### src/rtl/pe_kl_stream_cell.sv
`timescale 1ns / 1ps
// pe_kl_stream_cell
// Multi-channel streaming processing element for the PE array.
// A key-lock block captures a row/column ID from the first lock word after reset or flush.
// A matching key word then enables the calculation block.
// Accepted beats pass through a DELAY_CYCLES-deep pipeline that stalls globally on
// backpressure.
// In accumulate mode, groups of ACC_LEN beats are summed per channel, saturated, and emitted
// as one beat.
//
// Ports:
//   clk, rst          clock; synchronous active-high reset (clears everything, incl. data)
//   flush             synchronous; clears config, accumulators and in-flight valids
//   kl_valid_in       config word strobe; kl_type 0 = lock, 1 = key
//   kl_row, kl_col    ID carried by the config word; kl_mode = mode of a lock word
//   in_valid/in_ready/in_data     input stream (channel c at [c*PE_WIDTH +: PE_WIDTH])
//   out_valid/out_ready/out_data  output stream, same packing
//   pe_enabled        last key matched the programmed ID
//   pe_locked         ID programmed since last flush/rst
module pe_kl_stream_cell #(
  parameter int unsigned NUM_CH        = 2,
  parameter int unsigned PE_WIDTH      = 16,
  parameter int unsigned DELAY_CYCLES  = 10,
  parameter int unsigned ACC_LEN       = 4,
  parameter int unsigned ROW_BUS_WIDTH = 2,
  parameter int unsigned COL_BUS_WIDTH = 2
) (
  input  logic                       clk,
  input  logic                       rst,
  input  logic                       flush,
  input  logic                       kl_valid_in,
  input  logic                       kl_type,
  input  logic [ROW_BUS_WIDTH-1:0]   kl_row,
  input  logic [COL_BUS_WIDTH-1:0]   kl_col,
  input  logic                       kl_mode,
  input  logic                       in_valid,
  output logic                       in_ready,
  input  logic [NUM_CH*PE_WIDTH-1:0] in_data,
  output logic                       out_valid,
  input  logic                       out_ready,
  output logic [NUM_CH*PE_WIDTH-1:0] out_data,
  output logic                       pe_enabled,
  output logic                       pe_locked
);

  localparam int unsigned DW  = NUM_CH * PE_WIDTH;
  localparam int unsigned CW  = $clog2(ACC_LEN);
  localparam int unsigned AW  = PE_WIDTH + CW;
  localparam int unsigned IDW = ROW_BUS_WIDTH + COL_BUS_WIDTH;

  logic                    locked_q, locked_d;
  logic                    enabled_q, enabled_d;
  logic                    mode_q, mode_d;
  logic [IDW-1:0]          id_q, id_d;
  logic [DELAY_CYCLES-1:0] vld_q, vld_d;
  logic [DW-1:0]           data_q [DELAY_CYCLES];
  logic [DW-1:0]           data_d [DELAY_CYCLES];
  logic [CW-1:0]           cnt_q, cnt_d;
  logic [AW-1:0]           acc_q [NUM_CH];
  logic [AW-1:0]           acc_d [NUM_CH];

  logic          adv;
  logic          accept;
  logic          last_beat;
  logic          stage0_vld;
  logic [DW-1:0] stage0_data;
  logic [AW-1:0] sum [NUM_CH];

  assign out_valid  = vld_q[DELAY_CYCLES-1];
  assign out_data   = data_q[DELAY_CYCLES-1];
  assign pe_enabled = enabled_q;
  assign pe_locked  = locked_q;

  // Global stall: the whole pipeline moves only when the output slot can change.
  assign adv      = !vld_q[DELAY_CYCLES-1] | out_ready;
  assign in_ready = enabled_q & adv;
  assign accept   = in_valid & in_ready;

  always_comb begin
    locked_d    = locked_q;
    enabled_d   = enabled_q;
    mode_d      = mode_q;
    id_d        = id_q;
    vld_d       = vld_q;
    data_d      = data_q;
    cnt_d       = cnt_q;
    acc_d       = acc_q;
    stage0_vld  = 1'b0;
    stage0_data = in_data;
    last_beat   = (cnt_q == CW'(ACC_LEN - 1));

    for (int unsigned c = 0; c < NUM_CH; c++) begin
      sum[c] = acc_q[c] + AW'(in_data[c*PE_WIDTH +: PE_WIDTH]);
    end

    // Key-lock: the first lock word wins until flush/rst; every key word re-evaluates enable.
    if (kl_valid_in) begin
      if (!kl_type) begin
        if (!locked_q) begin
          id_d     = {kl_row, kl_col};
          mode_d   = kl_mode;
          locked_d = 1'b1;
        end
      end else begin
        enabled_d = locked_q & ({kl_row, kl_col} == id_q);
      end
    end

    if (accept) begin
      if (!mode_q) begin
        stage0_vld = 1'b1;
      end else begin
        cnt_d = cnt_q + CW'(1);
        for (int unsigned c = 0; c < NUM_CH; c++) begin
          acc_d[c] = sum[c];
        end
        if (last_beat) begin
          stage0_vld = 1'b1;
          cnt_d      = '0;
          for (int unsigned c = 0; c < NUM_CH; c++) begin
            acc_d[c] = '0;
            stage0_data[c*PE_WIDTH +: PE_WIDTH] =
                (|sum[c][AW-1:PE_WIDTH]) ? {PE_WIDTH{1'b1}} : sum[c][PE_WIDTH-1:0];
          end
        end
      end
    end

    if (adv) begin
      vld_d[0]  = stage0_vld;
      data_d[0] = stage0_data;
      for (int unsigned i = 1; i < DELAY_CYCLES; i++) begin
        vld_d[i]  = vld_q[i-1];
        data_d[i] = data_q[i-1];
      end
    end

    // Flush drops config, partial sums and in-flight valids; data registers are don't-care.
    if (flush) begin
      locked_d  = 1'b0;
      enabled_d = 1'b0;
      mode_d    = 1'b0;
      id_d      = '0;
      vld_d     = '0;
      cnt_d     = '0;
      for (int unsigned c = 0; c < NUM_CH; c++) begin
        acc_d[c] = '0;
      end
    end
  end

  always_ff @(posedge clk) begin
    if (rst) begin
      locked_q  <= 1'b0;
      enabled_q <= 1'b0;
      mode_q    <= 1'b0;
      id_q      <= '0;
      vld_q     <= '0;
      cnt_q     <= '0;
      for (int unsigned i = 0; i < DELAY_CYCLES; i++) begin
        data_q[i] <= '0;
      end
      for (int unsigned c = 0; c < NUM_CH; c++) begin
        acc_q[c] <= '0;
      end
    end else begin
      locked_q  <= locked_d;
      enabled_q <= enabled_d;
      mode_q    <= mode_d;
      id_q      <= id_d;
      vld_q     <= vld_d;
      cnt_q     <= cnt_d;
      data_q    <= data_d;
      acc_q     <= acc_d;
    end
  end

endmodule

### config.mk
export PLATFORM = sky130hd
export DESIGN_NAME = pe_kl_stream_cell
export DESIGN_NICKNAME = d
export VERILOG_FILES = /design/src/rtl/pe_kl_stream_cell.sv
export SDC_FILE = /design/constraint.sdc
export NUM_CORES = 1
export LEC_CHECK = 0
export ABC_AREA = 1
export ABC_CLOCK_PERIOD_IN_PS = 2900
export CELL_PAD_IN_SITES_DETAIL_PLACEMENT = 1
export CELL_PAD_IN_SITES_GLOBAL_PLACEMENT = 1
export CORE_MARGIN = 3
export CORE_UTILIZATION = 44
export DETAILED_ROUTE_END_ITERATION = 12
export PLACE_DENSITY = 0.77
export SLEW_MARGIN = 30
export SYNTH_ARGS = -nofsm -noshare
export SYNTH_HDL_FRONTEND = slang
export SYNTH_SLANG_ARGS = --single-unit
### constraint.sdc
create_clock -name clk -period 2.9 [get_ports clk]
set_input_delay 0.435 -clock clk [delete_from_list [all_inputs] [get_ports clk]]
set_output_delay 0.435 -clock clk [all_outputs]
set_load 0.02 [all_outputs]
==> flow_metrics.py <==
metrics = {
    "setup_path": {
        "cp_data_arrival_time_ns": 2.68,
        "crit_path_start_kind": "input pin",
        "cpPeakStageDelay_ns": 0.49,
        "setup.worst_path.class": "input pin to register",
        "required_ns": 3.31,
        "worstPathMaxFanout": 9,
        "cp_slowest_cell": "clkdlybuf4s50_1",
        "cp_cell_sequence": "clkdlybuf4s50_1, ha_1, inv_1, fa_1, nor2_1, o21ai_1, nand2_1, nand2_1, nand2_1, nand2_1, nand2_2, buf_12, nand4_1, nand2_1, a21oi_1",
        "worst_path_most_repeated_cell": "nand2_1",
        "cp-end-kind": "register",
    },
    "placement": {
        "gp_congestion": 0.882,
        "hpwl_um": 26800,
        "place_inst": 2550,
        "place_ws_ns": 0.0799,
        "io_buffers": 79,
    },
    "global_route": {
        "grt_pass1_vias": 13397,
        "grt_use_total_pct": 20.0,
        "grt_max_degree": 128,
        "antenna_found_initial": 0,
        "grt_overflow_total": 0,
        "grt_pass1_wl_um": 65500,
    },
    "yosys": {
        "syn_area_per_cell_um2": 7.43,
        "syn_nets": 2225,
        "synth_area_mm2": 0.0159,
        "yosys_register_bits": 375,
        "yosysWarnings": 0,
        "synth_cell_types": 45,
        "synthCells": 2146,
        "yosysSeqAreaShare_pct": 47.1,
    },
    "routing": {
        "finalWirelength_um": 39200,
        "avgViaCountPerCell": 5.07,
        "route.detailed.drc": 0,
        "dr_total_vias": 13326,
        "dr.pass1.iters": 4,
        "drtIter0Drc": 615,
        "post_drt_wl_per_cell_um": 14.9,
        "drtAntennaViolNets": 0,
    },
    "finish": {
        "final_nets": 2211,
        "drive_above_1_share_pct": 9.65,
        "stdcell_count": 2626,
        "diodes": 0,
        "syn2layout_area_growth_pct": 14.3,
        "final_core_util_pct": 51.1,
    },
    "floorplan": {
        "core_area_mm2": 0.0357,
        "fp.dieW_um": 196,
        "ios": 80,
        "dieArea_mm2": 0.0385,
        "die_h_um": 196,
        "start_util_pct": 44.7,
        "placementRows": 69,
    },
    "timing": {
        "fin_crit_ns": 2.27,
        "rsz0062_at_grt": "false",
        "setup_violations": 0,
        "setup_slack_ns": 0.629,
        "worst_pin_slew_ns": 0.718,
        "skew_ns": 0.0140,
        "finalMaxSlewViolations": 0,
        "fmax_ghz": 0.440,
        "finalSetupTns_ns": 0,
        "finalHoldViolations": 0,
        "period_share_pct": 78.3,
        "maxSlewHeadroom_pct": 52.1,
    },
    "clocking": {
        "cts_max_level": 2,
        "path_clk_slew_ns": 0.06,
        "cts_tree": "built",
        "post_cts_resized": 0,
        "clk_latency_ns": 0.54,
        "cts_buffers": 41,
        "cts_setup_buffers": 0,
        "clk_path_buf_depth": 3,
        "cts_root_buffer": "clkbuf_16",
        "hold_buffers": 0,
        "cts.sinks": 375,
    },
    "pwr": {
        "p_leak_nw": 8.57,
        "ir_drop_mv": 0.385,
        "powerDensity_mw_per_mm2": 593,
        "totalPowerFinal_w": 0.0108,
    },
    "min_path": {
        "hold_path_class": "register to register",
    },
    "flow_run": {
        "cap_violations": 0,
    },
    "outcome": {
        "outcome": "complete, no violations",
    },
}
worst max-delay path, delay by kind of cell:
| family | cells | cell delay [ns] |
|---|---|---|
| buffers and inverters | 3 | 0.71 |
| and+or+nand+nor | 8 | 0.79 |
| adders and majority gates | 2 | 0.61 |
| AOI/OAI and AO/OA | 2 | 0.13 |
logic make-up (layout without fill, tap and decap cells):
kind of cell,Yosys count,after routing,synth area share [%]
adder cells (fa/ha/maj),35,35,2.84
flip-flops,375,375,47.1
XOR/XNOR,20,20,1.10
buffers and inverters,242,261,6.79
AND/OR/NAND/NOR,1016,1016,27.3
AO/OA/AOI/OAI,458,458,14.9
sequential cells by signal, summed over array words and instances (netlist names):
signal,cells
data_q,288
acc_q,36
out_data,32
vld_q,10
id_q,4
cnt_q,2
mode_q,1
pe_enabled,1
pe_locked,1
stage by stage:
| step | hold slack, ns | instance area (um2) |
|---|---|---|
| global placement | 0.441 | 16900 |
| finish | 0.453 | 18200 |
| detailed placement | 0.452 | 16900 |
| global route | 0.475 | 18200 |
| floorplan | 0.429 | 15900 |
| CTS | 0.457 | 18200 |
path summary, 6_finish.rpt:
check	start	to	slack, ns	depth (start not counted)
min	vld_q[6]	vld_q[7]	0.45	2
min reg2reg	vld_q[6]	vld_q[7]	0.45	2
max	in_data[16]	data_q[317]	0.63	15
max reg2reg	acc_q[18]	data_q[302]	0.68	16
layout make-up:
cell class              instances  area, um2
fillers                      4434      17400
flip-flops and latches        375       7510
multi-input cells            1529       7350
clock buffers                  64       1230
repair buffers                103       1110
well taps                     461        577
inverters                      82        320
clock inverters                12        116
power by group:
part	total (W)	switching (W)	leakage [nW]	internal, W
Clock	0.00512	0.00208	0.662	0.00303
Sequential	0.00526	0.0000352	3.04	0.00523
Combinational	0.000414	0.000248	4.87	0.000167
per-layer routing:
layer / GRT usage (%) / part of all wire (%)
met1: 26.2 / 47
met2: 35.0 / 49
met3: 3.14 / 2.8
met4: 4.57 / 1.6
met5: 0 / 0
synth_stat cells (all sizes together):
master	count	area (um2)
or2	34	213
ha	33	413
clkbuf	120	452
a211oi	1	7.51
dfxtp	375	7510
nand3b	9	83.8
nor3	7	50.1
xnor2	9	78.8
fa	2	40.0
a21o	1	7.51
o21ai	342	1710
xor2	11	96.3
nand3	56	375
clkinv	2	7.51
a2bb2oi	1	8.76
buf	40	323
nor3b	1	7.51
inv	80	300
and2	1	6.26
nand4	16	100
a21oi	109	609
nand2	253	1060
nor2	639	2450
o21bai	2	15.0
o211ai	2	15.0
layout by cell type (no fill, tap or decap), types with 2 or more instances in the layout:
cell type,count
nor3_1,4
nand2_1,220
xor2_1,11
o21ai_0,340
nand3b_1,7
nor2_4,5
clkinvlp_4,2
nor2_1,630
fa_1,2
o21bai_1,2
xnor2_1,9
a21oi_2,17
clkbuf_1,12
a21oi_1,92
o211ai_1,2
nand2_4,3
nand2_2,29
or2_2,28
o21ai_1,2
nand3_1,37
ha_1,33
inv_2,8
dfxtp_1,375
nor2_2,4
buf_4,13
clkbuf_8,10
buf_12,11
or2_1,5
clkinv_2,7
clkbuf_16,42
clkdlybuf4s50_1,79
nand3_2,19
nand4_1,16
inv_1,71
nor3_2,2
(Power assumes the default switching activity.)
